==> src/rtl/vape_output_protection_mdma_if.sv <==
// vape_output_protection_mdma_if: CPU program counter and packed DMA write channels observed by the monitor
interface vape_output_protection_mdma_if #(
  parameter int ADDR_W = 16,
  parameter int NUM_CH = 2
);
  logic [ADDR_W-1:0]        pc;
  logic [NUM_CH*ADDR_W-1:0] dma_addr;
  logic [NUM_CH-1:0]        dma_en;
  modport master (output pc, dma_addr, dma_en);
  modport slave  (input  pc, dma_addr, dma_en);
endinterface

==> src/rtl/vape_output_protection_mdma.sv <==
// vape_output_protection_mdma: multi-channel DMA output-region monitor with violation reporting
// Optional VAPE_ER_EXIT_CHECK_EN adds ER exit/entry checks via a registered prev_pc.
module vape_output_protection_mdma #(
  parameter int ADDR_W = 16,
  parameter int NUM_CH = 2,
  parameter int CNT_W = 8,
  parameter logic [ADDR_W-1:0] RESET_HANDLER = '0,
  localparam int CH_W = (NUM_CH > 1) ? $clog2(NUM_CH) : 1
) (
  input  logic                 clk,
  input  logic                 reset_n,
  vape_output_protection_mdma_if.slave bus,
  input  logic [ADDR_W-1:0]    ER_min,
  input  logic [ADDR_W-1:0]    ER_max,
  input  logic [ADDR_W-1:0]    OR_min,
  input  logic [ADDR_W-1:0]    OR_max,
  input  logic                 viol_cnt_clr,
  output logic                 exec,
  output logic                 viol_pulse,
  output logic [CH_W-1:0]      viol_ch,
  output logic [CNT_W-1:0]     viol_cnt
);
  typedef enum logic {ABORT = 1'b0, EXEC = 1'b1} state_t;
  state_t state;
  logic [NUM_CH-1:0] or_hit;
  logic [CH_W-1:0] first_ch;
  logic pc_in_er, is_fst_er, is_reset, dma_viol, er_viol, viol;
  for (genvar g = 0; g < NUM_CH; g++) begin : g_hit
    assign or_hit[g] = bus.dma_en[g] && OR_min <= bus.dma_addr[g*ADDR_W +: ADDR_W]
                       && bus.dma_addr[g*ADDR_W +: ADDR_W] <= OR_max;
  end
  always_comb begin
    first_ch = '0;
    for (int i = NUM_CH - 1; i >= 0; i--) first_ch = or_hit[i] ? CH_W'(i) : first_ch;
  end
  assign pc_in_er  = ER_min <= bus.pc && bus.pc <= ER_max;
  assign is_fst_er = bus.pc == ER_min;
  assign is_reset  = bus.pc == RESET_HANDLER;
  assign dma_viol  = !is_reset && state == EXEC && |or_hit && !pc_in_er;
`ifdef VAPE_ER_EXIT_CHECK_EN
  logic [ADDR_W-1:0] prev_pc;
  logic prev_in_er;
  assign prev_in_er = ER_min <= prev_pc && prev_pc <= ER_max;
  assign er_viol = !is_reset && state == EXEC &&
                   ((prev_in_er && !pc_in_er && prev_pc != ER_max) ||
                    (!prev_in_er && pc_in_er && bus.pc != ER_min));
`else
  assign er_viol = 1'b0;
`endif
  assign viol = dma_viol || er_viol;
  assign exec = state == EXEC;
  always_ff @(posedge clk or negedge reset_n)
    if (!reset_n) begin
      state      <= ABORT;
      viol_pulse <= 1'b0;
      viol_ch    <= '0;
      viol_cnt   <= '0;
`ifdef VAPE_ER_EXIT_CHECK_EN
      prev_pc    <= RESET_HANDLER;
`endif
    end else begin
      state      <= (is_reset || viol) ? ABORT : (state == ABORT && is_fst_er) ? EXEC : state;
      viol_pulse <= viol;
      viol_ch    <= dma_viol ? first_ch : viol_ch;
      // a clear coinciding with a violation still records that violation
      viol_cnt   <= viol_cnt_clr ? CNT_W'(viol) : (viol && !(&viol_cnt)) ? viol_cnt + CNT_W'(1) : viol_cnt;
`ifdef VAPE_ER_EXIT_CHECK_EN
      prev_pc    <= bus.pc;
`endif
    end
endmodule

==> src/flat_wrapper.sv <==
// flat-port wrapper written by rule: the top's interface ports become plain ports
module vape_output_protection_mdma_flat 
#(
  parameter int ADDR_W = 16,
  parameter int NUM_CH = 2,
  parameter int CNT_W = 8,
  parameter logic [ADDR_W-1:0] RESET_HANDLER = '0,
  localparam int CH_W = (NUM_CH > 1) ? $clog2(NUM_CH) : 1
)
  (clk, reset_n, ER_min, ER_max, OR_min, OR_max, viol_cnt_clr, exec, viol_pulse, viol_ch, viol_cnt, bus_pc, bus_dma_addr, bus_dma_en);
  vape_output_protection_mdma_if #(.ADDR_W(ADDR_W), .NUM_CH(NUM_CH)) bus_i ();
  input  logic clk;
  input  logic reset_n;
  input  logic [ADDR_W-1:0] ER_min;
  input  logic [ADDR_W-1:0] ER_max;
  input  logic [ADDR_W-1:0] OR_min;
  input  logic [ADDR_W-1:0] OR_max;
  input  logic viol_cnt_clr;
  output logic exec;
  output logic viol_pulse;
  output logic [CH_W-1:0] viol_ch;
  output logic [CNT_W-1:0] viol_cnt;
  input wire logic [$bits(bus_i.pc)-1:0] bus_pc;
  input wire logic [$bits(bus_i.dma_addr)-1:0] bus_dma_addr;
  input wire logic [$bits(bus_i.dma_en)-1:0] bus_dma_en;
  assign bus_i.pc = bus_pc;
  assign bus_i.dma_addr = bus_dma_addr;
  assign bus_i.dma_en = bus_dma_en;
  vape_output_protection_mdma #(.ADDR_W(ADDR_W), .NUM_CH(NUM_CH), .CNT_W(CNT_W), .RESET_HANDLER(RESET_HANDLER)) u_core (.clk(clk), .reset_n(reset_n), .bus(bus_i), .ER_min(ER_min), .ER_max(ER_max), .OR_min(OR_min), .OR_max(OR_max), .viol_cnt_clr(viol_cnt_clr), .exec(exec), .viol_pulse(viol_pulse), .viol_ch(viol_ch), .viol_cnt(viol_cnt));
endmodule
==> config.mk <==
export PLATFORM = sky130hd
export DESIGN_NAME = vape_output_protection_mdma_flat
export DESIGN_NICKNAME = d
export VERILOG_FILES = /design/src/rtl/vape_output_protection_mdma_if.sv /design/src/rtl/vape_output_protection_mdma.sv /design/src/flat_wrapper.sv
export SDC_FILE = /design/constraint.sdc
export NUM_CORES = 1
export LEC_CHECK = 0
export CORE_ASPECT_RATIO = 1.75
export CORE_MARGIN = 1.5
export CORE_UTILIZATION = 47
export CTS_CLUSTER_DIAMETER = 150
export DETAILED_ROUTE_END_ITERATION = 16
export PLACE_DENSITY = 0.88
export SYNTH_ARGS = -nofsm -noshare
export SYNTH_HDL_FRONTEND = slang
export SYNTH_SLANG_ARGS = --single-unit
==> constraint.sdc <==
create_clock -name clk -period 3.3 [get_ports clk]
set_input_delay 0.495 -clock clk [delete_from_list [all_inputs] [get_ports clk]]
set_output_delay 0.495 -clock clk [all_outputs]
set_load 0.005 [all_outputs]
==> results of run 1 <==
[synth_stat cells (all sizes together), types with 3 or more instances]
cell	number	share of area, %
ha	97	41
inv	86	11
a21oi	44	7.7
nand2	23	2.9
nand3	21	3.6
nand4	18	3.8
o21ai	14	2.4
dfrtp	11	9.4
nor2	8	1.0
nor4	7	1.5
or3	7	1.5
a21o	6	1.5
o211ai	5	1.4
a211o	4	1.2
and3	4	0.85
nand2b	4	0.85
a221o	3	1.0
a221oi	3	1.1
and4	3	0.89
nor2b	3	0.64
nor3	3	0.51
[layout make-up]
type	instances	area (um2)	share of cell area [%]
multi-input combinational	291	2370	51.6
timing repair buffer	154	1470	32.2
inverter	86	323	7.04
sequential	11	275	6.01
tap	80	100	2.18
clock buffer	4	45.0	0.983
[how the worst min path moves through the flow]
stage                      to  cells past startpoint  slack (ps)
2_1_floorplan     u_core.exec                      0         200
3_3_place_gp   u_core.viol_ch                      2         530
3_5_place_dp   u_core.viol_ch                      2         550
4_1_cts        u_core.viol_ch                      2         570
5_1_grt        u_core.viol_ch                      2         600
6_report       u_core.viol_ch                      2         550
[power groups by stage]
stage / registers (uW) / clock network (uW) / logic, uW
after floorplan: 138 / 0 / 206
after global routing: 135 / 145 / 524
after detailed placement: 138 / 0 / 458
final: 136 / 135 / 469
after global placement: 138 / 0 / 440
after CTS: 136 / 137 / 462
[cells by family after synthesis]
kind of cell / synth area share (%)
buffers and inverters: 11.5
flip-flops: 9.36
AO/OA/AOI/OAI: 18.1
multiplexers: 0.340
adder cells (fa/ha/maj): 41.3
AND/OR/NAND/NOR: 19.5
[per-stage QoR]
stage	power [uW]	cells
floorplan	344	389
global placement	578	620
detailed placement	596	620
CTS	734	624
global route	804	626
finish	740	626
[routing by layer]
metal | part of all wire, % | track usage (%) | up-vias
met4 | 5.8 | 15.7 | 0
met3 | 5.0 | 3.97 | 35
met2 | 56 | 57.1 | 140
li1 | - | - | 1712
met1 | 33 | 25.3 | 1558
met5 | 0 | 0 | -
[sequential cells by signal (all words and copies together) (netlist names)]
signal             cells
u_core.viol_cnt        8
u_core.viol_ch         1
u_core.exec            1
u_core.viol_pulse      1
[worst reg2reg max path, cell delays in order, from the launching register on]
cell,delay (ps)
dfrtp_1,430
and3_1,200
and3_1,210
nand3_1,180
o211ai_4,140
or3_1,390
a21oi_1,200
[what timing repair did]
| item | CTS | global route |
|---|---|---|
| setup buffers | 0 | 1 |
| endpoints found under the setup margin | 1 | 7 |
| resized for setup | 1 | 2 |
| pin swaps | 0 | 1 |
| cloned | 0 | 1 |
==> results.md, run 1 <==
* Status: complete, no violations
* Commonest non-fill, non-tap cell in the layout: clkdlybuf4s50_1
* Row count at 38
* Syn_nets at 603
* Crit. End Element: flop
* WS Path Type: in -> reg
* GRT Util Overall at 27.9%
* Clock sink count at 11
* CP Capture Point: u_core.viol_cnt[7]
* Filler cell count at 472
* Reg power frac at 18.3%
* Unrepaired setup endpoints after global routing: false
* Final Max Tran Viols at 0
* GRT overflow at 0
* Synth unique cells at 37
* Clk root buf: clkbuf_8
* Worst path max stage delay at between 400 and 500 ps
* WP depth at 10
* Routed wire length at approximately 9400 um
* Worst-path clk slew at 50 ps
* Gpl congestion at approximately 0.93
* Slew HR at 66.3%
* Synth warnings at 0
* Pre-CTS setup slack at -198 ps
* Avg WL per Cell at 15.1 um
* Largest net degree at the start of global routing at 14
* Internal power at 483 uW
* R2r startpoint: u_core.viol_cnt[2]
* Clock Tree Buf Depth at 2
* CP most frequent cell: nand4_1
* Fin Setup TNS at 0 ps
* Clk_lat worst skew at 240 ps
* Seq/Total Area, Yosys at a little under a tenth
* Antenna Nets Post-Route at 0
* IO Port Bufs at 127
* #FFs+latches synth at 11
* Finish-stage setup viols at 0
* Die Span Y at between 100 and 150 um
* Hold Startpoint: u_core.viol_ch
* Final Hold Viols at 0
* Synth Area per Inst at 7.56 um2
* Vias/cell at 5.50
* Vias in the first global route at 3656
* Max frequency at approximately 310 MHz
* Number of synthesized flops with an enable pin at 0
* Die Wd at 62.8 um
* Crit path cell chain: clkdlybuf4s50_1, buf_4, ha_1, nand4_1, nor4_1, nand4_1, a221oi_4, o211ai_4, or3_1, a21oi_1
* Sw Ratio at 34.8%
* Least-Margin Pin Slew at 504 ps
* Hold-fix buffers, CTS at 0
* Design area at 4580 um2
* CP arrival at 3350 ps
* Nets at around 760
* Post-synthesis instance total at 389
* Layout Area Growth over Synthesis at 55.8%
* Pre-antenna DRT Iters at 4
* Share of layout cells above drive strength 1 at 6.78%
* Ports at 128
* Delay-heaviest family, CP: simple AND/OR/NAND/NOR gates
* HP Class: reg -> reg
* Slack of the critical path at around 98 ps
* R2R Path End: u_core.viol_cnt[7]
* Combinational fraction of design power at 63.4%
* Clock power frac at 18.3%
* DRC viols at 0
* Hold WS at about 550 ps
* Setup crit start kind: input pin
* Sw Pwr at about 260 uW
* Number of antenna cells inserted at 0
* Placed Area at 4490 um2
* Required @ worst endpoint at 3450 ps
* Post-Route Utilization at 74.7%
* Htree depth at 1
* Min Tclk post-route at ~3200 ps
* Fraction of registers with async set/reset at between 90% and 100%
* Pwr/cell area at between 150 and 200 nW/um2
* Top FF cell, synth: dfrtp_1
* Worst Skew at 4.17 ps
* CORE AREA at 6130 um2
* Crit path buf inv count at 2
* Reg2reg setup slack at 1450 ps
* Tcrit/Tclk final at 97.0%
* Max_cap viols at 0
* Synth Cell Area at 2940 um2
* First-pass GRT wire length at 15200 um
* Antenna violations before repair at 0
* Reg2reg path depth at 6
* Die ar. at 6760 um2
* Most frequent cells in the layout: clkdlybuf4s50_1 (127), ha_1 (97), inv_1 (86)
* Starting Density at 48.0%
* Leak Pwr at 0.00237 uW
* Maximum fanout along the worst path at 7
* Routed vias at approximately 3400
* VDD IR max at 0.174 mV
* CTS tree: built
* Critical path origin: bus_dma_addr[29]
* TritonCTS buffer count at 3
* Max stage delay cell, worst path: nor4_1
* Detailed placement HPWL at 8380 um
* Initial drt markers at 130
No activity file was read; power rests on OpenSTA's default activity.
==> run 2: changes to the inputs <==
CORE_MARGIN = 5   (was 1.5)
==> run 2 against run 1 <==
  * Worst setup slack gained 62 ps
  * Sequential power is essentially flat
  * Cell count shrank 0.64%
  * Wire length grew 2.2%
  * Clock power is essentially flat
  * Clock skew shrank 2.7 ps
  * Maximum frequency grew 2.0%
  * Cell area shrank 0.38%
  * Sequential cell count is the same
  * Largest cell class unchanged
==> results.md, run 2 (synthesis gave the netlist of run 1 again) <==
* Required @ worst endpoint at ~3500 ps
* Crit. End Element: flop
* Worst path max stage delay at about 460 ps
* Post-CTS setup buffers at 0
* Die Wd at 69.8 um
* Final Hold Viols at 0
* Initial drt markers at 143
* Filler cell count at 485
* Max stage delay cell, worst path: clkdlybuf4s50_1
* Post-Place Cells at 618
* TritonCTS buffer count at 3
* Min Tclk post-route at 3140 ps
* Vias in the first global route at about 3600
* Clock Tree Buf Depth at 2
* Status: complete, no violations
* Ports at 128
* Die ar. at 8000 um2
* Die Span Y at roughly 110 um
* Leak Pwr at 0.00237 uW
* Avg WL per Cell at 15.5 um
* GRT Util Overall at 23.5%
* Final Non-Filler Cells at just over 600
* Max_cap viols at 0
* Commonest non-fill, non-tap cell in the layout: clkdlybuf4s50_1
* Number of antenna cells inserted at 0
* Clk_lat worst skew at 240 ps
* Layout Area Growth over Synthesis at 55.2%
* Clock sink count at 11
* Final Max Tran Viols at 0
* WS Path Type: in -> reg
* Routed wire length at about 9700 um
* Worst-path clk slew at approximately 50 ps
* Placed Area at 4480 um2
* Design area at 4570 um2
* VDD IR max at 0.340 mV
* Most frequent cells in the layout: clkdlybuf4s50_1 (127), ha_1 (97), inv_1 (86)
* Vias/cell at 5.49
* Reg with most FFs: u_core.viol_cnt
* Crit path cell chain: clkdlybuf4s50_1, buf_4, ha_1, nand4_1, nor2_1, a221o_1, a211o_1, a221oi_4, o211ai_4, or3_1, a21oi_1
* Nets at approximately 760
* Worst Skew at 1.44 ps
* Tcrit/Tclk final at 95.1%
* First-pass GRT wire length at between 15000 and 20000 um
* Setup crit start kind: input pin
* Max frequency at 319 MHz
* CTS tree: built
* Pwr/cell area at 162 nW/um2
* Share of layout cells above drive strength 1 at 6.46%
* Delay-heaviest family, CP: compound AO/OA/AOI/OAI gates
* Clk root buf: clkbuf_8
* Gpl congestion at 1.00
* GRT overflow at 0
* HP Class: reg -> reg
* Htree depth at 1
* Max reg flops at 8
* DRC viols at 0
* Finish-stage setup viols at 0
* Routed vias at approximately 3400
* Slew HR at 65.8%
* IO Port Bufs at 127
* CP arrival at 3300 ps
* CORE AREA at 6130 um2
* Row count at 38
* Pre-antenna DRT Iters at 4
* Least-Margin Pin Slew at 511 ps
* Antenna violations before repair at 0
* Crit path buf inv count at 2
* Antenna Nets Post-Route at 0
* Starting Density at a little under half
* Detailed placement HPWL at 8580 um
* Fin Setup TNS at 0 ps
* Largest net degree at the start of global routing at 16
* Maximum fanout along the worst path at 15
run 2: area by class of cell:
cell class | count | area [um2] | area share, %
tap | 80 | 100 | 2.19
inverter | 86 | 323 | 7.07
timing repair buffer | 151 | 1450 | 31.8
sequential | 11 | 275 | 6.03
multi-input combinational | 290 | 2370 | 51.9
clock buffer | 4 | 45.0 | 0.987
run 2: where the power goes:
part	switching [uW]	internal, uW
combinational	207	260
sequential	0.188	135
clock	51.8	84.9
total	259	481
run 2: per-stage QoR:
stage / hold WS, ps / total power (uW) / setup slack, ps / utilization, %
floorplan: 199 / 344 / 607 / -
global placement: 529 / 575 / -301 / 73.0
detailed placement: 560 / 594 / -329 / 73.0
CTS: 576 / 736 / 87.0 / 73.9
global route: 595 / 804 / -0.0837 / 74.4
finish: 576 / 739 / 161 / 74.4
run 2: worst reg2reg max path: cells and delay by family (launching register included):
kind | cells | cell delay [ps]
AO/OA/AOI/OAI | 4 | 770
AND/OR/NAND/NOR | 2 | 530
flip-flops | 1 | 370
run 2: path summary, 6_finish.rpt:
kind                               startpoint            endpoint  slack, ps  depth (start not counted)
min in group asynchronous             reset_n   u_core.viol_pulse        600                          1
setup / recovery             bus_dma_addr[29]  u_core.viol_cnt[5]        160                         11
hold reg to reg            u_core.viol_cnt[6]  u_core.viol_cnt[6]        580                          2
setup reg to reg                  u_core.exec  u_core.viol_cnt[5]       1560                          6
hold / removal             u_core.viol_cnt[6]  u_core.viol_cnt[6]        580                          2
max in group asynchronous             reset_n  u_core.viol_cnt[4]       2360                          1
run 2: repair_timing:
item | 4_1_cts | 5_1_grt
endpoints found under the hold margin | 0 | 0
pin swaps | 0 | 1
gates resized for setup | 2 | 4
cloned | 0 | 0
hold buffers | 0 | 0
setup endpoints to repair | 6 | 7
run 2: routing by layer:
layer | up-vias | track usage, % | share of wire [%] | wire (um)
met5 | - | 0 | 0 | 0
met3 | 20 | 4.31 | 5.8 | 560
met2 | 118 | 50.2 | 56 | 5440
met4 | 0 | 7.16 | 2.8 | 273
met1 | 1574 | 21.2 | 35 | 3380
li1 | 1701 | - | - | -
